**config.mk**
```make
export PLATFORM = sky130hd
export DESIGN_NAME = mixsx32_idx_recover
export DESIGN_NICKNAME = d
export VERILOG_FILES = /design/src/rtl/mixsx32_idx_recover.sv
export SDC_FILE = /design/constraint.sdc
export NUM_CORES = 1
export LEC_CHECK = 0
export CAP_MARGIN = 20
export CORE_MARGIN = 8
export CORE_UTILIZATION = 45
export CTS_CLUSTER_SIZE = 20
export DETAILED_ROUTE_END_ITERATION = 7
export HOLD_SLACK_MARGIN = 0.12
export MAX_ROUTING_LAYER = met4
export PLACE_DENSITY = 0.79
export SETUP_SLACK_MARGIN = 0.15
export SLEW_MARGIN = 10
export SYNTH_ARGS = -nofsm -noshare
export SYNTH_HDL_FRONTEND = slang
export SYNTH_SLANG_ARGS = --single-unit
```
**constraint.sdc**
```tcl
create_clock -name clk -period 2.2 [get_ports clk]
set_clock_uncertainty 0.15 [all_clocks]
set_input_delay 0.44 -clock clk [delete_from_list [all_inputs] [get_ports clk]]
set_output_delay 0.44 -clock clk [all_outputs]
set_load 0.03 [all_outputs]
```
**src/rtl/mixsx32_idx_recover.sv**
```systemverilog
// Recovers the per-word x-pool index used by a mixsx32 pass, plus per-word integrity errors.
// The scan always visits every (word, candidate) pair, so latency is data-independent.
module mixsx32_idx_recover #(
    parameter  int CWORDS64  = 2,
    parameter  int XWORDS32  = 2,
    localparam int IDX_WIDTH = $clog2(XWORDS32)
) (
    input  logic                            clk,
    input  logic                            reset,
    input  logic                            en,
    input  logic [CWORDS64*64-1:0]          c,
    input  logic [CWORDS64*64-1:0]          m,
    input  logic [XWORDS32*32-1:0]          x,
    output logic [CWORDS64*IDX_WIDTH-1:0]   d_out,
    output logic [CWORDS64-1:0]             word_err,
    output logic                            busy,
    output logic                            done
);

    localparam int IW = $clog2(CWORDS64) + 1;
    localparam logic [IW-1:0]        I_LAST = IW'(CWORDS64 - 1);
    localparam logic [IDX_WIDTH-1:0] J_LAST = IDX_WIDTH'(XWORDS32 - 1);

    typedef enum logic [1:0] {
        S_IDLE = 2'd0,
        S_LOAD = 2'd1,
        S_SCAN = 2'd2,
        S_DONE = 2'd3
    } state_t;

    state_t                          r_state;
    logic [IW-1:0]                   r_i;
    logic [IDX_WIDTH-1:0]            r_j;
    logic [CWORDS64*64-1:0]          r_c;
    logic [CWORDS64*64-1:0]          r_m;
    logic [XWORDS32*32-1:0]          r_x;
    logic [CWORDS64*IDX_WIDTH-1:0]   r_idx;
    logic [CWORDS64-1:0]             r_found;
    logic [CWORDS64-1:0]             r_err;
    logic [CWORDS64*IDX_WIDTH-1:0]   r_d_out;
    logic [CWORDS64-1:0]             r_word_err;
    logic                            r_busy;
    logic                            r_done;

    logic [31:0]                     w_diff;
    logic [31:0]                     w_xsel;
    logic                            w_hi_err;
    logic                            w_hit;

    // Select the current word's halves and the current candidate.
    always_comb begin
        // NOTE: every always_comb output gets a default first so no path leaves it unassigned (no latch).
        w_diff   = '0;
        w_hi_err = 1'b0;
        w_xsel   = '0;
        for (int k = 0; k < CWORDS64; k++) begin
            if (r_i == IW'(k)) begin
                w_diff   = r_c[64*k +: 32] ^ r_m[64*k +: 32];
                w_hi_err = (r_c[64*k+32 +: 32] != r_m[64*k+32 +: 32]);
            end
        end
        for (int k = 0; k < XWORDS32; k++) begin
            if (r_j == IDX_WIDTH'(k)) begin
                w_xsel = r_x[32*k +: 32];
            end
        end
    end

    assign w_hit = (w_diff == w_xsel);

    always_ff @(posedge clk) begin
        // NOTE: state registers use non-blocking assignments so every register sees pre-edge values.
        if (reset) begin
            r_state    <= S_IDLE;
            r_i        <= '0;
            r_j        <= '0;
            r_c        <= '0;
            r_m        <= '0;
            r_x        <= '0;
            r_idx      <= '0;
            r_found    <= '0;
            r_err      <= '0;
            r_d_out    <= '0;
            r_word_err <= '0;
            r_busy     <= 1'b0;
            r_done     <= 1'b0;
        end else begin
            // Outputs are registered from the current state; results are exposed only from DONE.
            r_busy     <= (r_state == S_LOAD) || (r_state == S_SCAN);
            r_done     <= (r_state == S_DONE);
            r_d_out    <= (r_state == S_DONE) ? r_idx : '0;
            r_word_err <= (r_state == S_DONE) ? (r_err | ~r_found) : '0;

            case (r_state)
                S_IDLE: begin
                    if (en) r_state <= S_LOAD;
                end
                S_LOAD: begin
                    r_c     <= c;
                    r_m     <= m;
                    r_x     <= x;
                    r_i     <= '0;
                    r_j     <= '0;
                    r_idx   <= '0;
                    r_found <= '0;
                    r_err   <= '0;
                    r_state <= S_SCAN;
                end
                S_SCAN: begin
                    for (int k = 0; k < CWORDS64; k++) begin
                        if (r_i == IW'(k)) begin
                            if (w_hit && !r_found[k]) begin
                                r_found[k]                      <= 1'b1;
                                r_idx[k*IDX_WIDTH +: IDX_WIDTH] <= r_j;
                            end
                            if (r_j == '0) r_err[k] <= w_hi_err;
                        end
                    end
                    if (r_j == J_LAST) begin
                        r_j <= '0;
                        if (r_i == I_LAST) r_state <= S_DONE;
                        else               r_i     <= r_i + 1'b1;
                    end else begin
                        r_j <= r_j + 1'b1;
                    end
                end
                S_DONE: begin
                    if (!en) r_state <= S_IDLE;
                end
                default: r_state <= S_IDLE;
            endcase
        end
    end

    assign d_out    = r_d_out;
    assign word_err = r_word_err;
    assign busy     = r_busy;
    assign done     = r_done;

endmodule

```
# ---- Yosys cells after proc, flatten, opt, wreduce, memory -nomap -nowiden
# Cells that the tools add are included.
dict set report word_totals {
  output_inout_bits 6
  mem_bits_rw 0
  rom_bits 0
  latchBits 0
  wordCells 82
  register_bits 337
  in_bits 323
  n_memories 0
}
dict set report classes {
  n_bitwise 5
  add_sub_neg 2
  n_mux 28
  n_mul 0
  shift 0
  n_lt_le_gt_ge 0
  n_eq_ne 16
  n_div 0
  reduce_logical 15
}
# op n
set op_table {}
lappend op_table {{$mux 32} 3}
lappend op_table {{$ne 32x32->1} 2}
lappend op_table {{$xor 32x32->32} 2}
lappend op_table {{$eq 32x32->1} 1}
lappend op_table {{$pmux 2 s2} 4}
lappend op_table {{$reduce_and 3->1} 5}
lappend op_table {{$mux 1} 13}
lappend op_table {{$mux 2} 6}
lappend op_table {{$ne 2x2->1 const B} 6}
lappend op_table {{$pmux 2 s4} 1}
lappend op_table {{$ne 2x1->1 const B} 3}
lappend op_table {{$eq 2x1->1 const B} 2}
lappend op_table {{$eq 2x2->1 const B} 2}
lappend op_table {{$logic_not 2->1} 2}
lappend op_table {{$reduce_and 4->1} 1}
lappend op_table {{$add 2x1->2 const B} 1}
lappend op_table {{$logic_and 1x1->1} 2}
lappend op_table {{$logic_not 1->1} 2}
lappend op_table {{$not 2->2} 1}
lappend op_table {{$or 2x2->2} 1}
lappend op_table {{$pmux 1 s2} 1}
lappend op_table {{$reduce_bool 2->1} 1}
lappend op_table {{$reduce_or 2->1} 1}
lappend op_table {{$add 1x1->1 const B} 1}
lappend op_table {{other kinds (2)} 2}

# ---- Depth between registers and ports, before layout
# Gate-level depths: netlist (run 1).
dict set report depth {
  ltp_word 8
  depth_mapped 11
  depth_no_buf 9
}

# ---- Worst setup path after synthesis (run 1)
# Ideal clock, no wire load.
dict set report synth_timing {
  kind {reg2reg}
  from {reg r_i[1]}
  to {reg r_idx[0]}
  setup_slack_ps -222
  required_time_ps 1927
  path_stages_with_launch 12
  arrival_ps 2148
  path_buffers 2
  synth_period_minus_slack_ps 2422
  setup_time_ps 123
  path_cell_list {dfxtp_1 -> inv_1 -> ha_1 -> buf_6 -> inv_1 -> buf_1 -> o22ai_1 -> xnor2_1 -> nor4_1 -> and4_4 -> nand3_1 -> mux2_1}
}
dict set report synth_via {
  elab_chain_len 7
  elab_cells_between_ends 9
  classes_between {eq/ne: 4; mux: 2; reduce/logical: 3}
}
# item line
set synth_lines {}
lappend synth_lines {{start: declaration} 32} ;# logic [IW-1:0] r_i;
lappend synth_lines {{start signal: assignment} 122} ;# else r_i <= r_i + 1'b1;
lappend synth_lines {{$logic_not 2->1} {57, 111}}
lappend synth_lines {{$mux 32 (2 in series)} 57} ;# if (r_i == IW'(k)) begin
lappend synth_lines {{$eq 32x32->1} 69} ;# assign w_hit = (w_diff == w_xsel);
lappend synth_lines {{$logic_and 1x1->1} 112} ;# if (w_hit && !r_found[k]) begin
lappend synth_lines {{$ne 2x1->1 (no line)} --}
lappend synth_lines {{$reduce_and 3->1 (no line) (*)} --}
lappend synth_lines {{end signal: indexed assignment} 114} ;# r_idx[k*IDX_WIDTH +: IDX_WIDTH] <= r_j;
lappend synth_lines {{end: declaration} 37} ;# logic [CWORDS64*IDX_WIDTH-1:0] r_idx;
# Every way passes the cells marked *; elsewhere a longest branch is shown, timed or not.
# A chain may end at the register's enable or synchronous reset.

# ---- Final worst setup path (run 1)
# Same ends and word-level chain as after synthesis.

==> run metrics, run 1 <==
max cap viols 0; PortBufs 328; r2r setup slk -0.25 ns; Seq/Total Area, Yosys 47.6%; worst vdd ir 752 uV; WP data arrival 2.70 ns; Final setup viols 4; number of synthesized flops with an enable pin 0; status complete, but fails checks; Net Sw Frac 32.4%; #FFs+latches synth 337; WHS Path Cells 2; violated checks negative setup slack; Die Y 194 um; clk sink count 337; P_int 16500 uW; Sequential Power Share 34.9%; FFs w/ async S/R, synth 0%; Clk pin slew, worst setup/hold paths 0.06 ns; Post-Route Utilization 63.5%; RR Startpoint r_i[1]; combinational share of power 38.8%; hold path startpoint r_err[0]; RSZ-0062 raised after global routing yes; total iterations of the first detailed-routing run 5; post-synthesis cell area 0.0142 sq mm; number of remaining DRC errors 0; # IOs 329; top_reg_cell synth dfxtp_1; Critical Path RT 2.45 ns; crit path max fanout 10; total grt overflow 0; Core Rows 65; worst skew pair latency 0.51 ns; ANT nets after route 0; die area 0.0374 sq mm; PwrDens 1220 mW/mm^2; delay of the slowest critical-path stage 0.34 ns; Max Fclk 408 MHz; number of global-route vias before repair 11500; DP HPWL 31800 um; post-placement cell count 2096; Initial DRC Count 618; Reg2Reg Depth 10; Finished Layout Cells 2175; Yosys cell types 36; syn avg cell area 10.2 sq um; die width 194 um; setup slack after layout -0.249 ns; vias post-DR 11000; P_sw 7890 uW; pin count of the biggest net entering global routing 96; Min Hold Slack 0.301 ns; clock root buffer master clkbuf_16; first-pass GRT wire length 63800 um; CTS tree done; number of nets in the layout 2066; CP endpoint kind flip-flop; DR WL/cell 19.0 um; Mapped Cells 1389; CTS H-Tree Depth 2; Clock power frac 26.3%; Tcrit/Tclk final 111%; layout cells sized above 1 9.92%; crit path cell chain inv_2 -> ha_4 -> nand2b_4 -> buf_12 -> o22ai_4 -> xnor2_1 -> nor4_1 -> and4_4 -> nand3_2 -> mux2_4; slew margin rel. 62.9%; RePlAce Congestion 0.879; total CTS buffers 38; initial antenna violation count 9; Reg-to-Reg End r_idx[0]; Min-Delay Path Class reg -> reg; Final Slew Violations 0; CP Buf/Inv Count 2; Initial Util 45.3%; slew of the pin with the lowest slew margin 0.552 ns; CP max stage cell dfxtp_2; filler instances 2442; critical path class reg -> reg; Final min period 2.45 ns; Area growth, synth to finish 40.3%; crit-path leading delay family simple AND/OR/NAND/NOR gates; Synth Warn # 0; end of the worst hold path word_err[0]; Fin. Hold Viols 0; vias per cell 5.06; core area 0.0313 sq mm; Routed WL 41400 um; Synth Net Count 1718; Total GRT Usage 21.8%; Lkg Pwr 0.00788 uW; Longest Clk Path Bufs 3; Worst setup SP type flip-flop
-- cells by family after synthesis --
kind of cell               count (synthesis)  synth area share [%]
xor gates and xnor gates                 161                  9.95
DFF                                      337                  47.6
and+or+nand+nor                          387                  11.3
buffers and inverters                     96                  2.81
adders and majority gates                  6                 0.529
muxes                                    356                  25.2
AOI/OAI and AO/OA                         46                  2.69
-- sequential cells by signal (all words and copies together), names as in the netlist --
signal,cells
r_m,128
r_c,128
r_state,2
r_idx,2
r_x,64
busy,1
r_i,2
r_err,2
done,1
d_out,2
word_err,2
r_j,1
r_found,2
-- worst min-delay path, cell delays in order (launching register included) --
cell     delay [ns]
dfxtp_1        0.31
inv_1          0.05
a21oi_1        0.05
-- synth_stat cells, drive strengths merged (3+ instances only) --
library cell / count / area, sq um
dfxtp: 337 / 6750
nor2b: 4 / 25.0
xor2: 64 / 561
nand2b: 3 / 26.3
nor2: 330 / 1240
a21oi: 7 / 35.0
inv: 9 / 33.8
nand4: 7 / 43.8
o22ai: 32 / 294
xnor2: 97 / 850
mux2i: 354 / 3540
buf: 39 / 184
ha: 6 / 75.1
nand2: 7 / 26.3
nor4: 24 / 156
clkbuf: 48 / 180
-- stage by stage --
stage	worst slack, ns	power, uW	area [sq um]	TNS, ns
floorplan	-0.106	14900	14300	-0.212
global placement	-0.283	17700	18500	-1.01
detailed placement	-0.341	18000	18500	-1.22
CTS	-0.233	24500	19900	-0.794
global route	-0.323	25600	19900	-1.16
finish	-0.249	24400	19900	-0.844
-- routing by layer --
metal / vias to the layer above / wire (um) / global-route usage [%]
met3: 71 / 2060 / 4.20
met2: 317 / 19700 / 35.9
li1: 5389 / - / -
met4: 0 / 1240 / 8.10
met5: - / 0 / -
met1: 5223 / 18400 / 26.4
-- worst max path at each step --
| stage | start | endpoint | depth (start not counted) |
|---|---|---|---|
| final | r_i[1] | r_idx[0] | 10 |
| after floorplan | r_i[1] | r_idx[0] | 11 |
| after CTS | r_i[1] | r_idx[1] | 10 |
| after detailed placement | r_i[0] | r_idx[1] | 11 |
| after global placement | r_i[0] | r_idx[1] | 10 |
| after global routing | r_i[1] | r_idx[1] | 10 |
-- placed cells by master (no fill, tap or decap), types with 2 or more instances in the layout --
cell type / instances
buf_4: 41
diode_2: 9
dfxtp_2: 3
nor3_1: 2
clkbuf_1: 6
and2_1: 2
inv_1: 7
mux2i_1: 354
a21oi_1: 7
xnor2_1: 96
nor2b_1: 4
clkinv_2: 7
o22ai_1: 3
nor4_2: 2
inv_6: 2
clkbuf_8: 10
nand3_2: 2
ha_4: 3
bufinv_16: 3
ha_1: 3
and4_4: 2
clkbuf_16: 39
mux2_4: 2
nand2b_4: 2
dfxtp_1: 334
nand2_1: 7
nor4_1: 22
nor2_1: 330
o22ai_4: 3
o211ai_1: 2
o22ai_2: 26
inv_2: 2
nand2b_1: 2
dlygate4sd2_1: 6
nand4_1: 7
xor2_1: 64
clkdlybuf4s50_1: 321
buf_12: 24
-- power by group through the flow --
stage / combinational, uW / sequential (uW) / clock (uW)
2_1_floorplan: 6480 / 8380 / 0
3_3_place_gp: 9190 / 8530 / 0
3_5_place_dp: 9360 / 8610 / 0
4_1_cts: 9480 / 8490 / 6540
5_1_grt: 10200 / 8640 / 6790
6_report: 9460 / 8500 / 6410
-- final cells by class --
| type | count | area (sq um) | area share (%) |
|---|---|---|---|
| Timing Repair Buffer | 394 | 4080 | 20.5 |
| Tap cell | 402 | 503 | 2.53 |
| Antenna cell | 9 | 22.5 | 0.113 |
| Inverter | 9 | 33.8 | 0.170 |
| Clock buffer | 55 | 1140 | 5.71 |
| Sequential cell | 337 | 6750 | 33.9 |
| Clock inverter | 12 | 143 | 0.717 |
| Multi-Input combinational cell | 957 | 7230 | 36.3 |
-- timing repair --
item | 4_1_cts | 5_1_grt
setup endpoints to repair | 10 | 7
endpoints found under the hold margin | 4 | 0
gates cloned | 1 | 0
setup buffers | 1 | 0
resized for setup | 12 | 2
hold buffers | 1 | 0
pin swaps | 6 | 4
Note: power is estimated with default switching activity, not from simulation.
==> run 2: changes to the inputs <==
--- a/config.mk
+++ b/config.mk
@@ -5,14 +5,16 @@
 export SDC_FILE = /design/constraint.sdc
 export NUM_CORES = 1
 export LEC_CHECK = 0
+export ABC_AREA = 1
 export CAP_MARGIN = 20
 export CORE_MARGIN = 8
-export CORE_UTILIZATION = 45
+export CORE_UTILIZATION = 46
+export CTS_BUF_LIST = sky130_fd_sc_hd__clkbuf_8 sky130_fd_sc_hd__clkbuf_16
 export CTS_CLUSTER_SIZE = 20
 export DETAILED_ROUTE_END_ITERATION = 7
 export HOLD_SLACK_MARGIN = 0.12
 export MAX_ROUTING_LAYER = met4
-export PLACE_DENSITY = 0.79
+export PLACE_DENSITY = 0.8
 export SETUP_SLACK_MARGIN = 0.15
 export SLEW_MARGIN = 10
 export SYNTH_ARGS = -nofsm -noshare
==> run 2 against run 1 <==
Net effect: sequential power rose by 12%; critical endpoint is now r_idx[1]; the flow still finishes with violations (negative setup slack); utilization decreased by 0.12 points; global-route usage rose by 3.6 points; non-clock buffer count is 5 lower; sequential share of layout area up 0.068 points.
==> run metrics, run 2 <==
Max Fclk 434 MHz; Total GRT Usage 25.4%; CTS H-Tree Depth 2; ANT nets after route 0; # IOs 329; Tcrit/Tclk final 105%; post-synth top area share 46.5%; PortBufs 328; worst vdd ir 632 uV; number of synthesized flops with an enable pin 0; violated checks negative setup slack; slew margin rel. 59.1%; syn avg cell area 7.08 sq um; crit path max fanout 5; top-count cell post-synth o21ai_0; DR WL/cell 17.4 um; pre-CTS WS -0.201 ns; most frequent cells in the layout o21ai_0, dfxtp_1, nor2_1; Initial Util 46.3%; critical path class reg -> reg; slew of the pin with the lowest slew margin 0.607 ns; post-synthesis cell area 0.0145 sq mm; Synth Warn # 0; Clk pin slew, worst setup/hold paths 0.06 ns; Core Rows 65; PwrDens 1330 mW/mm^2; most frequent cells after synthesis o21ai_0, dfxtp_1, nor2_1; cts hold-fix bufs 0; filler instances 2635; pin count of the biggest net entering global routing 71; number of nets in the layout 2684; status complete, but fails checks; Initial DRC Count 1144; Top Registers r_c x128, r_m x128, r_x x64; clk sink count 337; vias per cell 5.23; number of global-route vias before repair 14300; die area 0.0375 sq mm; worst skew pair latency 0.51 ns; top_reg_cell synth dfxtp_1; top cells by area, synth dfxtp_1, o21ai_0, nor2_1, nand2_1, a21oi_1; Lkg Pwr 0.00841 uW; Fin. Hold Viols 0; CTS tree done; clock root buffer master clkbuf_16; RePlAce Congestion 0.901; Final min period 2.31 ns; number of remaining DRC errors 0; Longest Clk Path Bufs 3; #FFs+latches synth 337; die width 194 um; Post-Route Utilization 63.4%; Area growth, synth to finish 36.9%; total grt overflow 0; setup slack after layout -0.105 ns; cell taking the most area after synthesis dfxtp_1; Min-Delay Path Class reg -> reg; Mapped Cells 2048; RSZ-0062 raised after global routing yes; Critical Path RT 2.45 ns; initial antenna violation count 9; Final Slew Violations 0; Final setup viols 4; Yosys cell types 28; setup TNS -0.323 ns; Die Y 194 um; Seq/Total Area, Yosys 46.5%; WP data arrival 2.56 ns; vias post-DR 14600; Routed WL 48400 um; first-pass GRT wire length 75100 um; FFs w/ async S/R, synth 0%; layout cells sized above 1 7.53%; total CTS buffers 36; DP HPWL 36400 um; most common cell after layout, fill and taps aside o21ai_0; max cap viols 0; total iterations of the first detailed-routing run 5; core area 0.0313 sq mm; CP endpoint kind flip-flop; Worst setup SP type flip-flop; Synth Net Count 2377
-- run 2: cell count changes in the layout (fill, tap and decap cells not counted), sizes merged, moves of 45 or more --
cell / change
a21oi: +178
mux2i: -354
nand2: +296
o21ai: +348
nand3: +93
inv: +220
xnor2: -45
xor2: -64
-- run 2: repair_timing --
| action | 4_1_cts | 5_1_grt |
|---|---|---|
| resized for setup | 32 | 40 |
| pin swaps | 13 | 16 |
| gates cloned | 1 | 0 |
| endpoints found under the hold margin | 0 | 0 |
| endpoints found under the setup margin | 12 | 9 |
| setup buffers | 2 | 1 |
-- run 2: worst max-delay path, stage by stage (launching register included) --
cell and delay, ns:
dfxtp_2 0.32, inv_2 0.08, buf_6 0.10, ha_4 0.13, inv_4 0.05, nor2_8 0.16, buf_6 0.13, nand3_1 0.10
nand2_1 0.12, nand2_1 0.08, nand2_1 0.07, nand2_1 0.06, nor2_2 0.07, nand2_1 0.09, nor2_4 0.15, nand3_2 0.11
nand2_2 0.08, nand2_1 0.05, nand2_1 0.05, nor2_1 0.04
-- run 2: cell families (layout without fill, tap and decap cells) --
group                    Yosys count  in the layout  synth area share [%]
XOR/XNOR                          52             52                  3.14
AND/OR/NAND/NOR                  767            767                  21.4
other                              0              9                     0
flip-flops                       337            337                  46.5
buffers and inverters            341            670                  9.34
adder cells (fa/ha/maj)            6              6                 0.518
AO/OA/AOI/OAI                    545            545                  19.1
-- run 2: path summary, 6_finish.rpt --
kind                                  to  slack (ns)  cells after the start  startpoint
worst max-delay path            r_idx[1]       -0.11                     19      r_i[1]
worst max register to register  r_idx[1]       -0.11                     19      r_i[1]
worst min register to register   r_x[51]        0.31                      2     r_x[51]
worst min-delay path             r_x[51]        0.31                      2     r_x[51]
-- run 2: stage by stage --
step	instances	power (uW)	area [sq um]	hold WS [ns]
5_1_grt	2787	28300	19900	0.318
3_3_place_gp	2715	19800	18400	0.289
6_report	2788	26400	19900	0.307
3_5_place_dp	2715	20200	18400	0.301
2_1_floorplan	2048	16500	14500	0.259
4_1_cts	2778	26200	19700	0.307
-- run 2: per-layer routing --
metal / global-route usage, % / routed length (um) / vias to the layer above
met2: 40.5 / 22300 / 548
met1: 30.7 / 20400 / 6726
li1: - / - / 7204
met3: 5.95 / 3680 / 98
met4: 10.4 / 2050 / 0
met5: - / 0 / -
-- run 2: power by group --
group          switching [uW]  internal [uW]
sequential               1200           8310
clock                    2370           3400
combinational            6760           4350
-- run 2: final cells by class --
cell class                 count  area [sq um]  share of cell area, %
antenna                        9          22.5                  0.113
clock inverter                19           138                  0.693
clock buffer                  41           981                   4.94
timing repair buffer         389          3960                   19.9
tap                          402           503                   2.53
multi-input combinational   1370          6660                   33.5
inverter                     221           845                   4.25
sequential                   337          6750                   34.0
